File: src/rtl/shift_pkg.sv
// Shared types for the shift controller: operation codes and FSM states.
// Imported by the interface, the step datapath and the controller.
package shift_pkg;

  typedef enum logic [1:0] {
    SLL = 2'b00,
    SRL = 2'b01,
    SRA = 2'b10,
    ROL = 2'b11
  } op_e;

  typedef enum logic [1:0] {
    IDLE  = 2'b00,
    SHIFT = 2'b01,
    DONE  = 2'b10
  } state_e;

endpackage

File: src/rtl/shift_ctrl_if.sv
// Command/result handshake bundle between a requester/consumer
// (master) and the shift controller (slave).
import shift_pkg::*;

interface shift_ctrl_if #(
  parameter int WIDTH = 8,
  parameter int AMT_W = $clog2(WIDTH) + 1
);
  logic             in_valid;
  logic             in_ready;
  op_e              in_op;
  logic [AMT_W-1:0] in_amt;
  logic [WIDTH-1:0] in_data;
  logic             abort;
  logic             out_valid;
  logic             out_ready;
  logic [WIDTH-1:0] out_data;
  logic             busy;

  modport master (
    output in_valid, in_op, in_amt, in_data,
    output abort, out_ready,
    input  in_ready, out_valid, out_data, busy
  );

  modport slave (
    input  in_valid, in_op, in_amt, in_data,
    input  abort, out_ready,
    output in_ready, out_valid, out_data, busy
  );
endinterface

File: src/rtl/shift_step.sv
// One-bit shift/rotate step, purely combinational.
// Applied once per SHIFT cycle by the controller.
import shift_pkg::*;

module shift_step #(
  parameter int WIDTH = 8
) (
  input  op_e              op,
  input  logic [WIDTH-1:0] d,
  output logic [WIDTH-1:0] q
);

  always_comb begin
    q = d;
    unique case (op)
      SLL: q = {d[WIDTH-2:0], 1'b0};
      SRL: q = {1'b0, d[WIDTH-1:1]};
      SRA: q = {d[WIDTH-1], d[WIDTH-1:1]};
      ROL: q = {d[WIDTH-2:0], d[WIDTH-1]};
      default: q = d;
    endcase
  end

endmodule

File: src/rtl/shift_ctrl.sv
// Multi-cycle shifter: accepts a command, steps one bit per cycle,
// then holds the result until the consumer takes it or it is aborted.
import shift_pkg::*;

module shift_ctrl #(
  parameter int WIDTH = 8,
  parameter int AMT_W = $clog2(WIDTH) + 1
) (
  input logic         clk,
  input logic         rst,
  shift_ctrl_if.slave bus
);

  state_e           state_q, state_d;
  op_e              op_q, op_d;
  logic [WIDTH-1:0] data_q, data_d;
  logic [AMT_W-1:0] cnt_q, cnt_d;
  logic [AMT_W-1:0] amt_eff;
  logic [WIDTH-1:0] step_q;

  shift_step #(.WIDTH(WIDTH)) u_step (
    .op (op_q),
    .d  (data_q),
    .q  (step_q)
  );

  // Shifts saturate at WIDTH; rotates wrap since WIDTH is a power of two.
  always_comb begin
    amt_eff = bus.in_amt;
    if (bus.in_op == ROL)
      amt_eff = bus.in_amt & AMT_W'(WIDTH - 1);
    else if (bus.in_amt > AMT_W'(WIDTH))
      amt_eff = AMT_W'(WIDTH);
  end

  always_comb begin
    state_d = state_q;
    op_d    = op_q;
    data_d  = data_q;
    cnt_d   = cnt_q;
    unique case (state_q)
      IDLE: begin
        if (bus.in_valid) begin
          op_d    = bus.in_op;
          data_d  = bus.in_data;
          cnt_d   = amt_eff;
          state_d = (amt_eff == '0) ? DONE : SHIFT;
        end
      end
      SHIFT: begin
        if (bus.abort) begin
          state_d = IDLE;
        end else begin
          data_d = step_q;
          if (cnt_q != '0)
            cnt_d = cnt_q - AMT_W'(1);
          if (cnt_q <= AMT_W'(1))
            state_d = DONE;
        end
      end
      DONE: begin
        if (bus.abort || bus.out_ready)
          state_d = IDLE;
      end
      default: state_d = IDLE;
    endcase
  end

  always_ff @(posedge clk or posedge rst) begin
    if (rst) begin
      state_q <= IDLE;
      op_q    <= SLL;
      data_q  <= '0;
      cnt_q   <= '0;
    end else begin
      state_q <= state_d;
      op_q    <= op_d;
      data_q  <= data_d;
      cnt_q   <= cnt_d;
    end
  end

  assign bus.in_ready  = (state_q == IDLE);
  assign bus.out_valid = (state_q == DONE);
  assign bus.out_data  = (state_q == DONE) ? data_q : '0;
  assign bus.busy      = (state_q != IDLE);

endmodule

File: src/flat_wrapper.sv
// flat-port wrapper written by rule: the top's interface ports become plain ports
module shift_ctrl_flat 
#(
  parameter int WIDTH = 8,
  parameter int AMT_W = $clog2(WIDTH) + 1
)
  (clk, rst, bus_in_valid, bus_in_op, bus_in_amt, bus_in_data, bus_abort, bus_out_ready, bus_in_ready, bus_out_valid, bus_out_data, bus_busy);
  shift_ctrl_if #(.WIDTH(WIDTH), .AMT_W(AMT_W)) bus_i ();
  input logic clk;
  input logic rst;
  input wire logic [$bits(bus_i.in_valid)-1:0] bus_in_valid;
  input wire logic [$bits(bus_i.in_op)-1:0] bus_in_op;
  input wire logic [$bits(bus_i.in_amt)-1:0] bus_in_amt;
  input wire logic [$bits(bus_i.in_data)-1:0] bus_in_data;
  input wire logic [$bits(bus_i.abort)-1:0] bus_abort;
  input wire logic [$bits(bus_i.out_ready)-1:0] bus_out_ready;
  output wire logic [$bits(bus_i.in_ready)-1:0] bus_in_ready;
  output wire logic [$bits(bus_i.out_valid)-1:0] bus_out_valid;
  output wire logic [$bits(bus_i.out_data)-1:0] bus_out_data;
  output wire logic [$bits(bus_i.busy)-1:0] bus_busy;
  assign bus_i.in_valid = bus_in_valid;
  assign bus_i.in_op = bus_in_op;
  assign bus_i.in_amt = bus_in_amt;
  assign bus_i.in_data = bus_in_data;
  assign bus_i.abort = bus_abort;
  assign bus_i.out_ready = bus_out_ready;
  assign bus_in_ready = bus_i.in_ready;
  assign bus_out_valid = bus_i.out_valid;
  assign bus_out_data = bus_i.out_data;
  assign bus_busy = bus_i.busy;
  shift_ctrl #(.WIDTH(WIDTH), .AMT_W(AMT_W)) u_core (.clk(clk), .rst(rst), .bus(bus_i));
endmodule
File: config.mk
export PLATFORM = sky130hd
export DESIGN_NAME = shift_ctrl_flat
export DESIGN_NICKNAME = d
export VERILOG_FILES = /design/src/rtl/shift_pkg.sv /design/src/rtl/shift_ctrl_if.sv /design/src/rtl/shift_step.sv /design/src/rtl/shift_ctrl.sv /design/src/flat_wrapper.sv
export SDC_FILE = /design/constraint.sdc
export NUM_CORES = 1
export LEC_CHECK = 0
export BUFFER_PORTS_ARGS = -buffer_cell sky130_fd_sc_hd__clkbuf_2
export CAP_MARGIN = 30
export CORE_MARGIN = 2
export CORE_UTILIZATION = 40
export CTS_CLUSTER_DIAMETER = 60
export CTS_CLUSTER_SIZE = 24
export DETAILED_ROUTE_END_ITERATION = 16
export PLACE_DENSITY = 0.75
export RECOVER_POWER = 100
export SLEW_MARGIN = 25
export SYNTH_ARGS = -nofsm -noshare
export SYNTH_HDL_FRONTEND = slang
export SYNTH_SLANG_ARGS = --single-unit
export TNS_END_PERCENT = 30
File: constraint.sdc
create_clock -name clk -period 1.6 [get_ports clk]
set_clock_uncertainty 0.05 [all_clocks]
set_input_delay 0.24 -clock clk [delete_from_list [all_inputs] [get_ports clk]]
set_output_delay 0.24 -clock clk [all_outputs]
set_load 0.02 [all_outputs]
* After elaboration in Yosys (flattened, before gate mapping)
Index checks and enable logic that the tools add are counted.
** Storage, ports and cells
- Register bits :: 16
- Input bits :: 19
- Output and inout bits :: 11
- Word-level logic and storage cells :: 49
** Cells by class
- Add/sub/neg operators :: 1
- Order comparisons :: 2
- Equality and inequality tests :: 12
- Mux-type cells :: 17
- Reduce and logical (&&, ||, !) cells :: 12
** Operators with widths (count)
- case mux 8 bit (4 select lines) :: 1
- 2-to-1 mux 8 bit :: 3
- 2-to-1 mux 4 bit :: 5
- case mux 8 bit (2 select lines) :: 1
- 2-to-1 mux 2 bit :: 5
- == test 2 bit (second input constant) :: 4
- case mux 4 bit (2 select lines) :: 1
- AND reduction 4 bit :: 2
- != test 2 bit (second input constant) :: 3
- case mux 2 bit (3 select lines) :: 1
- AND reduction 3 bit :: 2
- == test 2 x 1 -> 1 bit (second input constant) :: 2
- greater-than comparator 4 bit (second input constant) :: 1
- <= comparator 4 x 1 -> 1 bit (second input constant) :: 1
- logical NOT 2 bit :: 2
- logical NOT 4 bit :: 1
- != test 2 x 1 -> 1 bit (second input constant) :: 2
- nonzero test 2 bit :: 2
- nonzero test 4 bit :: 1
- subtractor 4 x 1 -> 4 bit (second input constant) :: 1
- != test 3 x 2 -> 1 bit (second input constant) :: 1
- AND reduction 2 bit :: 1
- logical OR 1 bit :: 1

* Logic depth before layout (Yosys ltp)
Gate-level depths: netlist of run 1.
- Depth after elaboration :: 7
- Gate-level depth with buffers :: 6
- Depth with buffers taken out :: 5

* Modules after synthesis
A second synthesis of run 1 with hierarchy kept.
** Unflattened totals
- Cells, all modules :: 105
- Area, all modules :: 1137.3 um^2
** By module, submodules not included
- shift_ctrl :: instances 1, cells an instance 90, area an instance 1003.5 um^2
- shift_step :: instances 1, cells an instance 15, area an instance 133.9 um^2

* Least setup slack after synthesis of run 1
No wires, ideal clock.
- Path type :: register to output
- Start point :: reg u_core.state_q[1]
- End point :: out bus_out_data[0]
- Arrival :: 1258 ps
- Required time :: 1310 ps
- Slack :: 52 ps
- Cell stages (with the launch flop) :: 5
- Cells stage by stage :: dfrtp_1 buf_2 nor2b_1 clkbuf_1 and2_1
** On the way
- Longest elaborated chain between the ends :: 2
** Ends and longest elaborated chain
- start: declaration :: RTL line shift_ctrl.sv:14 : state_e state_q, state_d;
- start signal: assignment :: RTL line shift_ctrl.sv:76 : state_q <= state_d;
- == test 2 bit
- via bus_out_valid :: RTL line flat_wrapper.sv:18 : output wire logic [$bits(bus_i.out_valid)-1:0] bus_out_valid;
- 2-to-1 mux 8 bit :: RTL line shift_ctrl.sv:85 : assign bus.out_data = (state_q == DONE) ? data_q : '0;
- end: declaration :: RTL line flat_wrapper.sv:19 : output wire logic [$bits(bus_i.out_data)-1:0] bus_out_data;
The timed path passes the listed nets, and every way through them passes these cells.

* Worst setup path in the final report of run 1
- Start point :: reg u_core.state_q[0]
- End point :: out bus_out_data[2]
** On the way
- Longest elaborated chain between the ends :: 2
** Ends and longest elaborated chain (RTL line)
- == test 2 bit :: shift_ctrl.sv:85
- 2-to-1 mux 8 bit :: shift_ctrl.sv:85
Every way passes these cells.

==> results of run 1 <==
cells in the final DEF (no fill, tap or decap), drive strengths merged:
cell and count:
buf 24, clkbuf 23, dfrtp 16, nor2 13, mux2i 8, and2 8
a21oi 7, a21o 7, a211oi 6, inv 5, nand2 5, nand2b 5
nor2b 5, o21ai 4, a22oi 2, nor4 2, mux2 2, o31ai 2
nor3 2, o21bai 2, a221oi 2, ha 2, nor4b 1, a21boi 1
o21a 1, xor2 1, or2b 1, a2bb2oi 1, o2bb2ai 1, nor3b 1
dlygate4sd3 1
repair_timing:
action / CTS / global route
buffers inserted: 3 / 2
gates cloned: 1 / 0
endpoints found under the hold margin: 16 / 0
gates resized for setup: 13 / 24
pin swaps: 0 / 5
hold buffers: 1 / 0
endpoints found under the setup margin: 9 / 22
path summary, 6_finish.rpt:
path	start	end	slack, ps
worst max register to register	u_core.op_q[0]	u_core.data_q[6]	90
min in group asynchronous	rst	u_core.data_q[2]	510
max in group asynchronous	rst	u_core.cnt_q[3]	570
worst min-delay path	bus_in_op[1]	u_core.op_q[1]	150
worst max-delay path	u_core.state_q[0]	bus_out_data[2]	2
worst min register to register	u_core.data_q[6]	u_core.data_q[6]	500
power breakdown:
| group | switching [mW] | total [mW] | internal [mW] |
|---|---|---|---|
| registers | 0.238 | 0.843 | 0.604 |
| logic | 0.890 | 1.77 | 0.882 |
| clock network | 0.147 | 0.286 | 0.138 |
critical path, delay by kind of cell, from the launching register on:
| kind | cells | cell delay [ps] |
|---|---|---|
| AND/OR/NAND/NOR | 2 | 320 |
| flip-flops | 1 | 420 |
| buffers and inverters | 2 | 280 |
cell families (layout without fill, tap and decap cells):
logic type                 count (synthesis)  in the layout  share of synthesized area
and+or+nand+nor                           42             43                      0.202
AOI/OAI and AO/OA                         36             36                      0.255
DFF                                       16             16                      0.359
buffers and inverters                     11             53                     0.0449
muxes                                     10             10                     0.0920
adders and majority gates                  2              2                     0.0224
xor gates and xnor gates                   1              1                     0.0247
area by class of cell:
type	count	area share
Multi-Input combinational cell	92	0.470
Tap cell	31	0.0254
Inverter	5	0.0123
Timing Repair Buffer	44	0.206
Clock buffer	4	0.0238
Sequential cell	16	0.262
through the flow:
stage	TNS, ps	setup WS (ps)	utilization	instance area, um2	total power [mW]
global route	-317	-45.9	0.564	1530	3.13
global placement	0	138	0.495	1340	2.36
CTS	-8.41	-8.41	0.538	1460	2.80
floorplan	0	51.5	-	1110	2.02
detailed placement	0	64.7	0.495	1340	2.42
finish	0	2.38	0.564	1530	2.90
registers in the layout, summed over array words and instances, names as in the netlist:
register,flops
u_core.data_q,8
u_core.cnt_q,4
u_core.op_q,2
u_core.state_q,2
layer usage:
metal,track usage,wire (um),share of wire,vias to the layer above
li1,-,-,-,505
met1,0.249,1260,0.45,499
met2,0.297,1430,0.51,26
met3,0.0276,84,0.030,6
met4,0.0764,42,0.015,0
met5,0,0,0,-
==> run metrics, run 1 <==
Initial DRC Count 34; slowest stage delay, CP 420 ps; area of the multi-input gates 718 um2; async set-reset flop share out of synthesis 1.00; Pleak 0.752 nW; Initial Util 0.411; CTS tree done; DRC 0; WL/cell 14.7 um; DRT Pass-1 Iters 4; Yosys top cell by area dfrtp_1; FF-to-FF path depth 4; number of synthesized flops with an enable pin 0; global-route wire length before repair 4.71 mm; Worst EP required 1310 ps; Hold WC Path Type in -> reg; Fin. Hold Viols 0; FF+latch area 400 um2; CP Cell Sequence buf_6 > nor2b_4 > and2_1 > buf_4; synth top area cells dfrtp_1, mux2i_1, a211oi_2, a21o_1, and2_1; I/O pin count 30; post-synth net total 139; die area 0.00323 mm2; Post-Route WL 2.82 mm; FILL cells 245; GR Util All Layers 0.185; Hold Path Depth 2; initial antenna violation count 0; Setup crit start kind flop; Layout Cells excl Fill 192; Synth Instances 118; clk sinks 16; Syn Std Cell Area 0.00111 mm2; crit path time final 1600 ps; die span in x 56.8 um; vias in the first global route 1069; Seq cells post-synth 16; chip height 56.8 um; H-tree depth 1; FP Rows 19; Seq/Total Area, Yosys 0.359; Max FO, Critical Path 5; clock buffer depth 2; Routability Congestion 0.879; Area Overhead vs Synth 37.0%; PD cells 1900 mW/mm2; top cells by count, synth dfrtp_1, nor2_1, and2_1, mux2i_1; Hold Slack 147 ps; pins over their slew limit 0; number of max-cap violations 0; worst skew pair latency 290 ps; ys flop type dfrtp_1; via count 1036; WS Path Type reg -> out; RSZ-0062 raised after global routing yes; Worst path slowest cell dfrtp_1; worst slew pin tran 656 ps; cts bufs inserted 3; Synth top area share 0.359; clk slew on worst S/H paths 100 ps; Core Region 0.00271 mm2; maximum vdd drop 1.09 mV; CTS Root Cell clkbuf_4; IO Port Bufs 29; worst endpoint data arrival time 1310 ps; via-per-instance ratio 5.40; largest net degree at the start of global routing 17; final period utilization 0.999; synth warn 0; layout cell share with drive strength beyond 1 0.416; placed cell count 182; syn_area_per_cell 9.45 um2; # setup viols final 0; relative slew slack 0.563; Distinct cells, synth 32; status finished, final reports clean; Post-DP HPWL 2.00 mm; remaining global-route overflow 0; Crit. End Element output port; Diodes inserted 0; Peak Freq 626 MHz; # nets final 183; Routed Antenna Nets 0; most frequent cell after synthesis dfrtp_1
Note: power is estimated with default switching activity, not from simulation.
==> run 2: changes to the inputs <==
--- a/config.mk
+++ b/config.mk
@@ -8,11 +8,11 @@
 export BUFFER_PORTS_ARGS = -buffer_cell sky130_fd_sc_hd__clkbuf_2
 export CAP_MARGIN = 30
 export CORE_MARGIN = 2
-export CORE_UTILIZATION = 40
+export CORE_UTILIZATION = 30
 export CTS_CLUSTER_DIAMETER = 60
 export CTS_CLUSTER_SIZE = 24
 export DETAILED_ROUTE_END_ITERATION = 16
-export PLACE_DENSITY = 0.75
+export PLACE_DENSITY = 0.62
 export RECOVER_POWER = 100
 export SLEW_MARGIN = 25
 export SYNTH_ARGS = -nofsm -noshare
==> run 2 against run 1 <==
Power increased by 2.8%. The run now ends with negative hold slack left. Via count increased by 0.97%. Global-route usage decreased by 4.5 points. Cell count increased by 7.3%. Highest routed layer unchanged.
==> run metrics, run 2 (synthesis gave the netlist of run 1 again) <==
Post-DP HPWL 2.12 mm; commonest non-fill, non-tap cell in the layout clkbuf_2; IO Port Bufs 29; CTS hold repair buffers 0; Peak Freq 635 MHz; Routed Antenna Nets 0; Final Util 0.428; FP Rows 22; Initial Util 0.309; Layout Cells excl Fill 206; maximum vdd drop 0.394 mV; slowest stage delay, CP 410 ps; Design Area, Final 0.00154 mm2; worst slew pin tran 655 ps; pins over their slew limit 0; Worst EP required 1730 ps; layout cell share with drive strength beyond 1 0.405; GR Util All Layers 0.141; vias in the first global route 1042; DRT Pass-1 Iters 4; status finished, violations left; Setup crit start kind flop; # setup viols final 0; crit path time final 1580 ps; CP Cell Sequence inv_1 > ha_1 > a221oi_2 > o21ai_0 > o2bb2ai_1; final period utilization 0.985; initial antenna violation count 0; via-per-instance ratio 5.08; worst endpoint data arrival time 1710 ps; Final Power 2.98 mW; DRC 0; number of max-cap violations 0; chip height 65.0 um; WS Path Type reg -> reg; placed cell count 199; Hold Slack -2.29 ps; failing checks negative hold slack; largest net degree at the start of global routing 17; clk sinks 16; WL/cell 14.4 um; worst reg-to-reg setup slack 20 ps; max FFs per register 8; RSZ-0062 raised after global routing yes; CTS Root Cell clkbuf_8; relative slew slack 0.563; Area Overhead vs Synth 38.4%; clk slew on worst S/H paths 70 ps; Crit. End Element flop; die span in x 65.0 um; FILL cells 353; Initial DRC Count 41; Pleak 0.738 nW; worst skew pair latency 250 ps; global-route wire length before repair 4.62 mm; most frequent cells in the layout clkbuf_2, dfrtp_1, nor2_1; register with the highest flop count u_core.data_q; die area 0.00422 mm2; I/O pin count 30; Hold WC Path Type in -> async; Max FO, Critical Path 5; cts bufs inserted 3; remaining global-route overflow 0; Diodes inserted 0; Post-Route WL 2.96 mm; Worst path slowest cell dfrtp_1; Placed Area 0.00136 mm2; via count 1046; PD cells 1930 mW/mm2; Fin. Hold Viols 6; CTS tree done; Top Registers u_core.data_q (8), u_core.cnt_q (4); clock buffer depth 2; Routability Congestion 0.913; Core Region 0.00361 mm2; H-tree depth 1; # nets final 180
## run 2: path summary, 6_finish.rpt
check	start	end	cells after the start
setup / recovery	u_core.cnt_q[0]	u_core.cnt_q[3]	5
hold / removal	rst	u_core.data_q[0]	2
setup reg to reg	u_core.cnt_q[0]	u_core.cnt_q[3]	5
hold reg to reg	u_core.data_q[0]	u_core.data_q[0]	2
max in group asynchronous	rst	u_core.data_q[5]	2
min in group clk	bus_in_op[0]	u_core.op_q[0]	2
## run 2: final cells by class
| type | count | area [um2] | area share |
|---|---|---|---|
| timing repair buffer | 41 | 292 | 0.189 |
| clock buffer | 4 | 55.1 | 0.0357 |
| tap | 48 | 60.1 | 0.0389 |
| multi-input combinational | 92 | 717 | 0.465 |
| sequential | 16 | 400 | 0.260 |
| inverter | 5 | 18.8 | 0.0122 |
## run 2: metal layers
layer / share of wire / up-vias / global-route usage / routed length, um
met4: 0.0074 / 0 / 0.0559 / 22
met3: 0.031 / 3 / 0.0174 / 91
li1: - / 499 / - / -
met2: 0.54 / 27 / 0.263 / 1610
met5: 0 / - / 0 / 0
met1: 0.42 / 517 / 0.160 / 1230
## run 2: worst max-delay path: cells and delay by family, from the launching register on
family | cells | cell delay, ps
AOI/OAI and AO/OA | 3 | 710
DFF | 1 | 410
adders and majority gates | 1 | 260
buffers and inverters | 1 | 80
## run 2: per-stage QoR
step           TNS, ps  setup slack [ps]
5_1_grt           -175             -86.2
3_3_place_gp         0               129
2_1_floorplan        0              51.5
4_1_cts           -148             -30.3
6_report             0              24.1
3_5_place_dp         0              40.2
## run 2: where the power goes
| part | total [mW] | internal (mW) | switching [mW] |
|---|---|---|---|
| Combinational | 1.78 | 0.852 | 0.923 |
| Clock | 0.368 | 0.219 | 0.150 |
| Sequential | 0.836 | 0.607 | 0.230 |
## run 2: repair_timing
action	in CTS	in global routing
gates cloned	0	1
setup endpoints to repair	8	14
pin swaps	4	2
gates resized for setup	17	12
setup buffers	3	0
==> run 3: changes to the inputs <==
--- a/config.mk
+++ b/config.mk
@@ -12,10 +12,11 @@
 export CTS_CLUSTER_DIAMETER = 60
 export CTS_CLUSTER_SIZE = 24
 export DETAILED_ROUTE_END_ITERATION = 16
-export PLACE_DENSITY = 0.62
+export PLACE_DENSITY = 0.61
 export RECOVER_POWER = 100
 export SLEW_MARGIN = 25
 export SYNTH_ARGS = -nofsm -noshare
 export SYNTH_HDL_FRONTEND = slang
+export SYNTH_HIERARCHICAL = 1
 export SYNTH_SLANG_ARGS = --single-unit
 export TNS_END_PERCENT = 30
==> constraint.sdc (replaced) <==
create_clock -name clk -period 1.6 [get_ports clk]
set_clock_uncertainty 0.05 [all_clocks]
set_input_delay 0.32 -clock clk [delete_from_list [all_inputs] [get_ports clk]]
set_output_delay 0.32 -clock clk [all_outputs]
set_load 0.02 [all_outputs]
==> run 3 against run 2 <==
The flow finishes with violations (negative setup slack). Combinational power up 21%. Worst hold slack better by 250 ps. Count of clock-buffer cells in the layout unchanged. Worst setup slack worse by 170 ps. Non-clock buffer count up 4. Die area up 1.9%. Final area up 7.7%. Routed wire length up 0.27%. Sequential power up 7.1%. Synthesized area up 2.0%. Critical path type unchanged. Critical endpoint is now u_core/data_q[6]. Largest cell class unchanged.
==> run metrics, run 3 <==
syn_area_per_cell 10.8 um2; max FFs per register 8; Yosys top cell by area dfrtp_1; layout cell share with drive strength beyond 1 0.609; Distinct cells, synth 36; net load switching power 1.28 mW; DRT Pass-1 Iters 4; RSZ-0062 raised after global routing yes; async set-reset flop share out of synthesis 1.00; clk slew on worst S/H paths 70 ps; die area 0.00430 mm2; synth warn 6; DP Worst Slack -158 ps; Diodes inserted 0; commonest non-fill, non-tap cell in the layout clkbuf_2; Peak Freq 573 MHz; Area Overhead vs Synth 46.1%; I/O pin count 30; maximum vdd drop 0.785 mV; worst r2r src u_core/op_q[0]; via-per-instance ratio 5.04; CTS Root Cell clkbuf_8; worst endpoint data arrival time 1830 ps; H-tree depth 1; ys flop type dfrtp_1; reg2reg end u_core/data_q[6]; worst skew pair latency 250 ps; most frequent cell after synthesis mux2_2; Clk pwr share 0.107; synth top area cells dfrtp_1, mux2_2, and2_1, mux2i_1, inv_1; Post-DP HPWL 2.12 mm; FP Rows 22; register with the highest flop count u_core/data_q; global-route wire length before repair 4.69 mm; Routed Antenna Nets 0; Core Region 0.00366 mm2; Pleak 0.787 nW; Hold Slack 251 ps; setup ws final -145 ps; Max FO, Critical Path 3; worst slew pin tran 905 ps; final period utilization 1.09; PD cells 2060 mW/mm2; top cells by count, synth mux2_2, dfrtp_1, and2_1, inv_1, mux2i_1; WL/cell 14.9 um; number of synthesized flops with an enable pin 0; Seq pwr share 0.262; Crit. End Element flop; Top Registers u_core/data_q (8), u_core/cnt_q (4); Syn Std Cell Area 0.00114 mm2; WS Path Type reg -> reg; crit path time final 1740 ps; remaining global-route overflow 0; Routability Congestion 0.859; cts bufs inserted 3; Setup crit start u_core/op_q[0]; Worst EP required 1690 ps; status finished, violations left; clk sinks 16; Sw Share 0.374; Fin. Hold Viols 0; initial antenna violation count 0; chip height 65.6 um; DRC 0; GR Util All Layers 0.142; vias in the first global route 958; Seq/Total Area, Yosys 0.352; Synth Instances 105; # setup viols final 11; Setup crit start kind flop; via count 1003; Synth top area share 0.352; die span in x 65.6 um; Seq cells post-synth 16; pins over their slew limit 0; relative slew slack 0.396; worst reg-to-reg setup slack -140 ps; Setup TNS -988 ps; cell internal pwr 2.14 mW; failing checks negative setup slack; Logic pwr share 0.631; IO Port Bufs 29; most frequent cells in the layout clkbuf_2, mux2_2, dfrtp_1; Hold WC Path Type in -> async; Post-Route WL 2.97 mm; post-synth net total 126; CTS tree done; largest net degree at the start of global routing 17; Initial DRC Count 51; # nets final 173; number of max-cap violations 0; FF-to-FF path depth 4; clock buffer depth 2; Initial Util 0.311
==> run 3: cell type report <==
class	instances	area, um2
fill	355	2000
multi-input combinational	78	796
sequential	16	404
timing repair buffer	45	313
tap	48	60.1
clock buffer	4	55.1
inverter	7	28.8
timing repair inverter	1	5.00
==> run 3: what timing repair did <==
action	4_1_cts	5_1_grt
pin swaps	2	4
setup endpoints to repair	18	21
hold buffers	0	0
buffers inserted	1	0
resized for setup	15	31
gates cloned	1	0
==> run 3: power by group through the flow <==
stage          Clock, mW  Sequential [mW]  Combinational [mW]
2_1_floorplan          0            0.776                1.37
3_3_place_gp           0            0.852                1.78
3_5_place_dp           0            0.867                1.82
4_1_cts            0.379            0.874                2.02
5_1_grt            0.388            0.925                2.32
6_report           0.365            0.895                2.16
==> run 3: critical path, stage by stage (launching register included) <==
cell	delay [ps]
dfrtp_2	490
xor2_4	260
mux2_4	320
mux2_4	260
mux2_4	250
==> run 3: worst max-delay path by stage <==
stage	to	slack, ps	cells after the start
2_1_floorplan	u_core/data_q[2]	-90	4
3_3_place_gp	u_core/data_q[3]	-110	4
3_5_place_dp	u_core/data_q[6]	-160	4
4_1_cts	u_core/data_q[6]	-130	4
5_1_grt	u_core/data_q[6]	-190	4
6_report	u_core/data_q[6]	-140	4
==> run 3: cells by family (layout without fill, tap and decap cells) <==
| group | Yosys count | in the layout | synth area share |
|---|---|---|---|
| AO/OA/AOI/OAI | 19 | 19 | 0.136 |
| XOR/XNOR | 2 | 2 | 0.0154 |
| adder cells (fa/ha/maj) | 2 | 2 | 0.0220 |
| buffers and inverters | 11 | 57 | 0.0418 |
| flip-flops | 16 | 16 | 0.352 |
| multiplexers | 29 | 29 | 0.282 |
| AND/OR/NAND/NOR | 26 | 26 | 0.151 |
==> run 3: metrics by stage <==
| step | utilization | total power, mW | std cells | instance area [um2] |
|---|---|---|---|---|
| floorplan | - | 2.15 | 105 | 1170 |
| finish | 0.454 | 3.42 | 199 | 1660 |
| global placement | 0.403 | 2.63 | 193 | 1470 |
| detailed placement | 0.403 | 2.69 | 193 | 1470 |
| CTS | 0.436 | 3.27 | 199 | 1600 |
| global route | 0.454 | 3.63 | 199 | 1660 |
==> run 3: layer usage <==
layer	share of wire	track usage	vias to the layer above
met1	0.47	0.187	493
met4	0	0.0313	0
li1	-	-	474
met5	0	0	-
met2	0.48	0.237	36
met3	0.049	0.0325	0
